--- src/rtl/pulse_train_gen.sv ---
// ---------------------------------------------------------------------------
// pulse_train_gen
//
// Purpose:
//   Synchronous pulse-train generator. A start request in IDLE latches a
//   pulse count N, a high time H and a low time L. The block then drives N
//   square pulses on sig_o. Each pulse is H cycles high followed by L cycles
//   low. A one-cycle done_o strobe follows the last low cycle. edge_o marks
//   the first cycle of every high phase, so a downstream edge detector can
//   be compared against it cycle by cycle.
//
// Optional feature:
//   PULSE_TRAIN_GEN_ABORT_EN - when defined, the abort_i port exists.
//   abort_i in HIGH or LOW ends the train through the DONE state.
//
// Ports:
//   clk      - clock, all logic on the rising edge
//   rst      - synchronous active-high reset
//   start_i  - start request, sampled only in IDLE
//   num_i    - number of pulses (N_W bits)
//   high_i   - high time per pulse in cycles (W_W bits, 0 treated as 1)
//   low_i    - low time per pulse in cycles (W_W bits, 0 treated as 1)
//   abort_i  - abort request (only with PULSE_TRAIN_GEN_ABORT_EN)
//   sig_o    - generated waveform
//   edge_o   - high in the first cycle of each high phase
//   busy_o   - high in every state other than IDLE
//   done_o   - one-cycle completion strobe
// ---------------------------------------------------------------------------
module pulse_train_gen #(
  parameter int W_W = 8,
  parameter int N_W = 8
) (
  input  logic           clk,
  input  logic           rst,
  input  logic           start_i,
  input  logic [N_W-1:0] num_i,
  input  logic [W_W-1:0] high_i,
  input  logic [W_W-1:0] low_i,
`ifdef PULSE_TRAIN_GEN_ABORT_EN
  input  logic           abort_i,
`endif
  output logic           sig_o,
  output logic           edge_o,
  output logic           busy_o,
  output logic           done_o
);

  typedef enum logic [1:0] {IDLE, HIGH, LOW, DONE} state_t;

  localparam logic [W_W-1:0] ONE_W = W_W'(1);
  localparam logic [N_W-1:0] ONE_N = N_W'(1);

  state_t         state_reg,  state_next;
  logic [W_W-1:0] phase_reg,  phase_next;   // cycles left in the current phase, minus one
  logic [N_W-1:0] remain_reg, remain_next;  // pulses left, including the current one
  logic [W_W-1:0] high_reg,   high_next;    // latched H-1
  logic [W_W-1:0] low_reg,    low_next;     // latched L-1
  logic           first_reg,  first_next;   // first cycle of a high phase

  logic           abort_req;
  logic [W_W-1:0] high_m1;
  logic [W_W-1:0] low_m1;

`ifdef PULSE_TRAIN_GEN_ABORT_EN
  assign abort_req = abort_i;
`else
  assign abort_req = 1'b0;
`endif

  // The phase counter holds "cycles - 1", so a zero time clamps to one cycle.
  assign high_m1 = (high_i == '0) ? '0 : high_i - ONE_W;
  assign low_m1  = (low_i  == '0) ? '0 : low_i  - ONE_W;

  always_ff @(posedge clk) begin
    if (rst) begin
      state_reg  <= IDLE;
      phase_reg  <= '0;
      remain_reg <= '0;
      high_reg   <= '0;
      low_reg    <= '0;
      first_reg  <= 1'b0;
    end else begin
      state_reg  <= state_next;
      phase_reg  <= phase_next;
      remain_reg <= remain_next;
      high_reg   <= high_next;
      low_reg    <= low_next;
      first_reg  <= first_next;
    end
  end

  always_comb begin
    state_next  = state_reg;
    phase_next  = phase_reg;
    remain_next = remain_reg;
    high_next   = high_reg;
    low_next    = low_reg;
    first_next  = 1'b0;

    case (state_reg)
      IDLE: begin
        if (start_i) begin
          high_next = high_m1;
          low_next  = low_m1;
          if (num_i != '0) begin
            state_next  = HIGH;
            phase_next  = high_m1;
            remain_next = num_i;
            first_next  = 1'b1;
          end else begin
            state_next  = DONE;
          end
        end
      end

      HIGH: begin
        if (abort_req) begin
          state_next = DONE;
        end else if (phase_reg == '0) begin
          state_next = LOW;
          phase_next = low_reg;
        end else begin
          phase_next = phase_reg - ONE_W;
        end
      end

      LOW: begin
        if (abort_req) begin
          state_next = DONE;
        end else if (phase_reg == '0) begin
          if (remain_reg == ONE_N) begin
            state_next = DONE;
          end else begin
            state_next  = HIGH;
            phase_next  = high_reg;
            remain_next = remain_reg - ONE_N;
            first_next  = 1'b1;
          end
        end else begin
          phase_next = phase_reg - ONE_W;
        end
      end

      DONE: begin
        state_next = IDLE;
      end

      default: begin
        state_next = IDLE;
      end
    endcase
  end

  // Moore outputs decoded from registered state only.
  assign sig_o  = (state_reg == HIGH);
  assign edge_o = (state_reg == HIGH) && first_reg;
  assign busy_o = (state_reg != IDLE);
  assign done_o = (state_reg == DONE);

endmodule

--- config.mk ---
export PLATFORM = sky130hd
export DESIGN_NAME = pulse_train_gen
export DESIGN_NICKNAME = d
export VERILOG_FILES = /design/src/rtl/pulse_train_gen.sv
export SDC_FILE = /design/constraint.sdc
export NUM_CORES = 1
export LEC_CHECK = 0
export CELL_PAD_IN_SITES_DETAIL_PLACEMENT = 0
export CELL_PAD_IN_SITES_GLOBAL_PLACEMENT = 1
export CORE_MARGIN = 1
export CORE_UTILIZATION = 44
export CTS_BUF_LIST = sky130_fd_sc_hd__clkbuf_4 sky130_fd_sc_hd__clkbuf_8 sky130_fd_sc_hd__clkbuf_16
export DETAILED_ROUTE_END_ITERATION = 16
export GPL_TIMING_DRIVEN = 0
export HOLD_SLACK_MARGIN = 0.08
export MAX_ROUTING_LAYER = met4
export PLACE_DENSITY = 0.95
export SETUP_SLACK_MARGIN = 0.3
export SYNTH_ARGS = -nofsm -noshare
export SYNTH_HDL_FRONTEND = slang
export SYNTH_SLANG_ARGS = --single-unit
--- constraint.sdc ---
create_clock -name clk -period 3.2 [get_ports clk]
set_input_delay 0.8 -clock clk [delete_from_list [all_inputs] [get_ports clk]]
set_output_delay 0.8 -clock clk [all_outputs]
set_load 0.005 [all_outputs]
* After elaboration in Yosys (flattened, before gate mapping)
Cells that the tools add are included.
** Storage, ports and cells
- Register bits after elaboration :: 35
- Output and inout bits :: 4
** Cells by class
- Add/sub/neg operators :: 4
- Equal/unequal tests :: 10
- Reductions and logical operators :: 13
- Multiplexer cells :: 24
** Operators with widths (count)
- $mux W8 :: 11
- $sub A8 B1 Y8 const B :: 4
- $logic_not A8 Y1 :: 3
- $pmux W8 S3 :: 1
- $pmux W8 S2 :: 1
- $mux W2 :: 5
- $eq A8 B1 Y1 const B :: 1
- $ne A2 B2 Y1 const B :: 4
- $pmux W2 S4 :: 1
- $reduce_bool A8 Y1 :: 1
- $reduce_and A5 Y1 :: 1
- $eq A2 B2 Y1 const B :: 2
- $mux W1 :: 4
- $reduce_and A4 Y1 :: 1
- $reduce_bool A2 Y1 :: 2
- $ne A3 B3 Y1 const B :: 1
- $reduce_and A3 Y1 :: 1
- $reduce_bool A3 Y1 :: 1
- $eq A2 B1 Y1 const B :: 1
- $logic_not A2 Y1 :: 1
- $ne A2 B1 Y1 const B :: 1
- $pmux W1 S2 :: 1
- $reduce_and A2 Y1 :: 1
- $logic_and A1 B1 Y1 :: 1

* Logic depth before layout (Yosys ltp)
- Depth in word-level cells :: 5
- Depth in mapped cells :: 9
- Mapped depth without buffers :: 7

* Worst setup path after synthesis
No wires, ideal clock.
- Path kind :: input -> register
- Start point :: input port high_i[0]
- End point :: register phase_reg[2]
- Data required time :: 3.064 ns
- Setup slack :: 0.904 ns
- Arrival time :: 2.160 ns
- Library setup time :: 0.136 ns
- Stages :: 7
- Path buffers :: 0
- Cells stage by stage :: inv_1 -> ha_1 -> or3b_1 -> nor3b_2 -> nor3_1 -> a31oi_1 -> a211oi_2
** On the way
- Word-level cells in the longest chain between the ends :: 5
- Elaborated cells between the ends (all ways) :: 6
- Those cells by class :: 1 x add/sub; 4 x mux; 1 x reduce/logical
** RTL lines
- from (decl) :: line 37 : input logic [W_W-1:0] high_i,
- $sub A8 B1 Y8 or $logic_not A8 Y1 (tied branches) :: line 71 : assign high_m1 = (high_i == '0) ? '0 : high_i - ONE_W;
- $mux W8 * :: line 71
- $mux W8 * :: line 105 : if (num_i != '0) begin
- $mux W8 * :: line 102 : if (start_i) begin
- $pmux W8 S3 * :: line 100 : case (state_reg)
- to (signal assigned) :: line 84 : phase_reg <= phase_next;
- to (decl) :: line 54 : logic [W_W-1:0] phase_reg, phase_next;
Mark *: on every way between the ends. The rest lies on a longest branch, timed or not. The select of a mux whose other input is x is not followed.
A chain may end at the register's enable or synchronous reset.

* Worst setup path after layout
Same ends and word-level chain as after synthesis.

==> results.md <==
- In this run, post-CTS repair resized a total of 0 instances.
- The number of enable-type register cells in the synthesized netlist is 0.
- The count of nets left with antenna violations once routing finished came out at 0.
- The number of global-route vias before repair came to 2081.
- The delay of the slowest cell on the worst path is 480 ps.
- The count of buffers added on input and output ports is 29.
- The die outline area is roughly 0.0055 sq mm.
- The number of antenna violations at the first check in global routing is 0.
- The number of different library cells used by synthesis comes to 54.
- For this run the aggregate overflow at the end of global routing stands at 0.
- Clock-pin slew was measured on the worst setup and hold paths at around 80 ps.
- In this run, post-CTS hold repair placed 0 buffers.
- No sink is reached through more buffers than the 2 on the longest clock path.
- The critical path required time is 3360 ps.
- The worst register-to-register path begins at phase_reg[0].
- The portion of synthesized area spent on multiplexers is 0.0174.
- Walking the worst path, the cells encountered are clkdlybuf4s50_1 -> inv_1 -> ha_1 -> or3b_1 -> nor3b_4 -> nor3_1 -> a31oi_1 -> a211oi_2.
- The maximum clock frequency is 365 MHz.
- Synthesis produced a netlist with a net count of 334.
- The number of instances in the synthesized netlist is 297.
- In the post-synthesis netlist, the biggest area contributors are dfxtp_1, nor2_1, nor3_1.
- The first detailed-routing pass ran for 4 iterations.
- For this configuration, the core starts out at a cell density of 0.471.
- The biggest area consumer among synthesized cells is dfxtp_1.
- The shortest clock period the worst path allows after layout is ~2700 ps.
- Clock tree synthesis selected as its root buffer the cell clkbuf_8.
- The total wire length after detailed routing is 5.95 mm.
- In the final timing run, aggregate negative setup slack is 0 ps.
- During I/O placement, the number of pins put on the boundary was 31.
- The net count reported at finish is 370.
- The path with the worst hold slack has its endpoint at remain_reg[1].
- Across every metal layer, demand over resource in global routing totals 0.242.
- The maximum vdd drop is 340 uV.
- STA classifies the critical path endpoint as a flop.
- The number of hold violations in the final report is 0.
- The flow ran to the end, and the final reports show no timing, DRC or antenna violations.
- At the pin with the least slew margin, the transition time is 576 ps.
- The antenna diode count is 0.
- The leakage power is between 1 and 1.5 nW.
- Setup repair after global routing left no endpoint under its margin.
- Synthesis inferred 35 register bits.
- The endpoint of the lowest-slack register-to-register path is phase_reg[2].
- The path type of the worst min-delay path is reg -> reg.
- The depth of the most critical reg-to-reg path is 9.
- The worst clock skew is 10.9 ps.
- The ratio of routed vias to standard cells is 5.82.
- TritonCTS built the clock tree.
- The worst hold path begins at remain_reg[1].
- Power spread over the standard cell area amounts to 914 mW/mm^2.
- The cell with the biggest individual delay on the critical path is clkdlybuf4s50_1.
- Clock tree synthesis found a total of 35 sinks.
- The proportion of register bits with asynchronous set or reset after synthesis is 0.
- The worst hold path passes through 2 cells.
- The HPWL after detailed placement is roughly 4.5 mm.
- The reported max-cap violation count is 0.
- The yosys synthesis warning count is 0.
- The first global-routing pass estimated 9.85 mm of wire.
- The routed wire length per instance is 14.8 um.
- The compound-gate portion of the synthesized area was 0.267.
- After synthesis, the largest family of logic cells by area is compound AO/OA/AOI/OAI gates.
- The die height is between 70 and 80 um.
- Of the total synthesized cell area, the portion taken by AND, OR, NAND and NOR gates is 0.254.
- The number of pins exceeding their max-slew limit in the final report is 0.
- The number of clock buffers inserted by TritonCTS is 5.
- The area added between synthesis and finish is 21.5%.
- The maximum number of pins on one net before global-route repair is 13.
- The headroom to the max-slew limit is 0.616.
- The cell area after synthesis is 0.00230 sq mm.
- The XOR/XNOR share of the synthesized area is 0.0457.
- The DRC violation total after the first TritonRoute iteration is 201.
- At the end of routability-driven placement, the weighted congestion stood at about 0.88.
- After clock tree synthesis, the setup repair step added 0 buffers.
- At the placement stage, the worst setup path has a slack of between 50 and 60 ps.
- Setup violations remaining at the end of the flow were counted as 0.
- The fraction of layout cells with a size suffix above 1 is 0.0689.
- Row generation in the floorplan step produced 25 rows.
- The highest net fanout along the worst path is 10.
- For the worst setup path, the data arrival time is between 2000 and 3000 ps.
- Setup slack on the critical path of the routed design comes to 463 ps.
- At the later pin of the worst-skew pair, clock insertion delay measures 300 ps.
- Of the post-synthesis cell area, the dominant cell type holds 0.305.
- The setup slack of the worst register-to-register path is 720 ps.
- The sequential-to-total area share from yosys stat is 0.305.
- The final cycle utilization of the critical path is 0.855.
- The kind of critical path is in -> reg.
- The width of the die is 74.3 um.
- In the routed design, unresolved DRC markers number 0.
- The worst setup path is launched from a primary input.
- Across all layers, the routed design uses 2334 vias.
- The region available for standard cell placement spans 0.00488 sq mm.
- The H-tree depth is 2.
- The mean area per synthesized cell is 7.74 sq um.
- Of the total synthesized cell area, the portion taken by full adders, half adders and majority gates is 0.0544.
- The prevailing post-synth register cell is dfxtp_1.
## metrics by stage
stage	cells	cell area (sq um)	power, mW	util	hold slack, ps
global placement	393	2670	2.12	0.548	461
detailed placement	393	2670	2.12	0.548	472
finish	401	2790	2.55	0.572	483
global route	401	2790	2.76	0.572	529
CTS	401	2790	2.54	0.571	483
floorplan	297	2300	1.75	-	445
## cell usage in the layout (no fill, tap or decap), types with 4 or more instances in the layout
cell type,netlist,routed
clkdlybuf4s50_1,0,29
or2_0,4,4
nand2_1,9,9
xor2_1,9,9
nand3_1,5,5
nor2b_1,4,4
nor2_1,44,44
a21oi_1,25,25
inv_1,15,15
o21ai_1,4,4
o21ai_0,7,7
nor3_1,26,26
dfxtp_1,35,35
clkbuf_1,11,10
clkbuf_8,0,5
a211oi_1,5,5
o31ai_1,6,6
ha_1,10,10
mux2i_1,4,4
a22oi_1,11,11
## kinds of logic (layout without fill, tap and decap cells)
group / after synthesis / after routing
AOI/OAI and AO/OA: 87 / 87
and+or+nand+nor: 116 / 116
muxes: 4 / 4
DFF: 35 / 35
adders and majority gates: 10 / 10
xor gates and xnor gates: 12 / 12
buffers and inverters: 33 / 70
## synthesized netlist by cell type (2+ instances only)
library cell	n
nor2_1	44
dfxtp_1	35
nor3_1	26
a21oi_1	25
inv_1	15
a22oi_1	11
clkbuf_1	11
ha_1	10
nand2_1	9
xor2_1	9
o21ai_0	7
o31ai_1	6
a211oi_1	5
nand3_1	5
mux2i_1	4
nor2b_1	4
o21ai_1	4
or2_0	4
a211oi_2	3
a31oi_1	3
and3_1	3
buf_1	3
buf_2	3
nand2b_1	3
o221ai_1	3
xnor2_1	3
a311oi_1	2
and2_1	2
nor3b_1	2
nor4_1	2
o21a_1	2
o22a_1	2
o31a_1	2
o32ai_1	2
o41ai_1	2
or3_1	2
or4_1	2
## power by group
group | leakage (nW) | internal, mW | switching [mW]
sequential | 0.288 | 0.567 | 0.125
combinational | 0.690 | 0.569 | 0.886
clock | 0.0581 | 0.232 | 0.175
## per-layer routing
layer,global-route usage,share of wire
met5,-,0
met4,0.0566,0.0081
met3,0.0366,0.058
met2,0.385,0.47
met1,0.325,0.46
## worst max-delay path by stage
stage / cells after the start / end / slack, ps / from
after floorplan: 7 / phase_reg[2] / 900 / high_i[0]
after global placement: 8 / phase_reg[2] / 30 / high_i[0]
after detailed placement: 8 / phase_reg[2] / 60 / high_i[0]
after CTS: 5 / edge_o / 350 / state_reg[1]
after global routing: 8 / phase_reg[2] / 380 / high_i[0]
final: 8 / phase_reg[2] / 460 / high_i[0]
## worst max-delay path, delay by kind of cell
kind | cells | cell delay [ps]
fa+ha+maj | 1 | 170
simple gates | 3 | 990
compound gates | 2 | 370
buf+inv | 2 | 570
## area by class of cell
type,instances,area (sq um)
Fill cell,481,2090
Multi-Input combinational cell,229,1470
Sequential cell,35,701
Timing Repair Buffer,29,290
Tap cell,67,83.8
Buffer,18,76.3
Clock buffer,5,68.8
Inverter,15,56.3
Clock inverter,3,43.8
(Power assumes the default switching activity.)
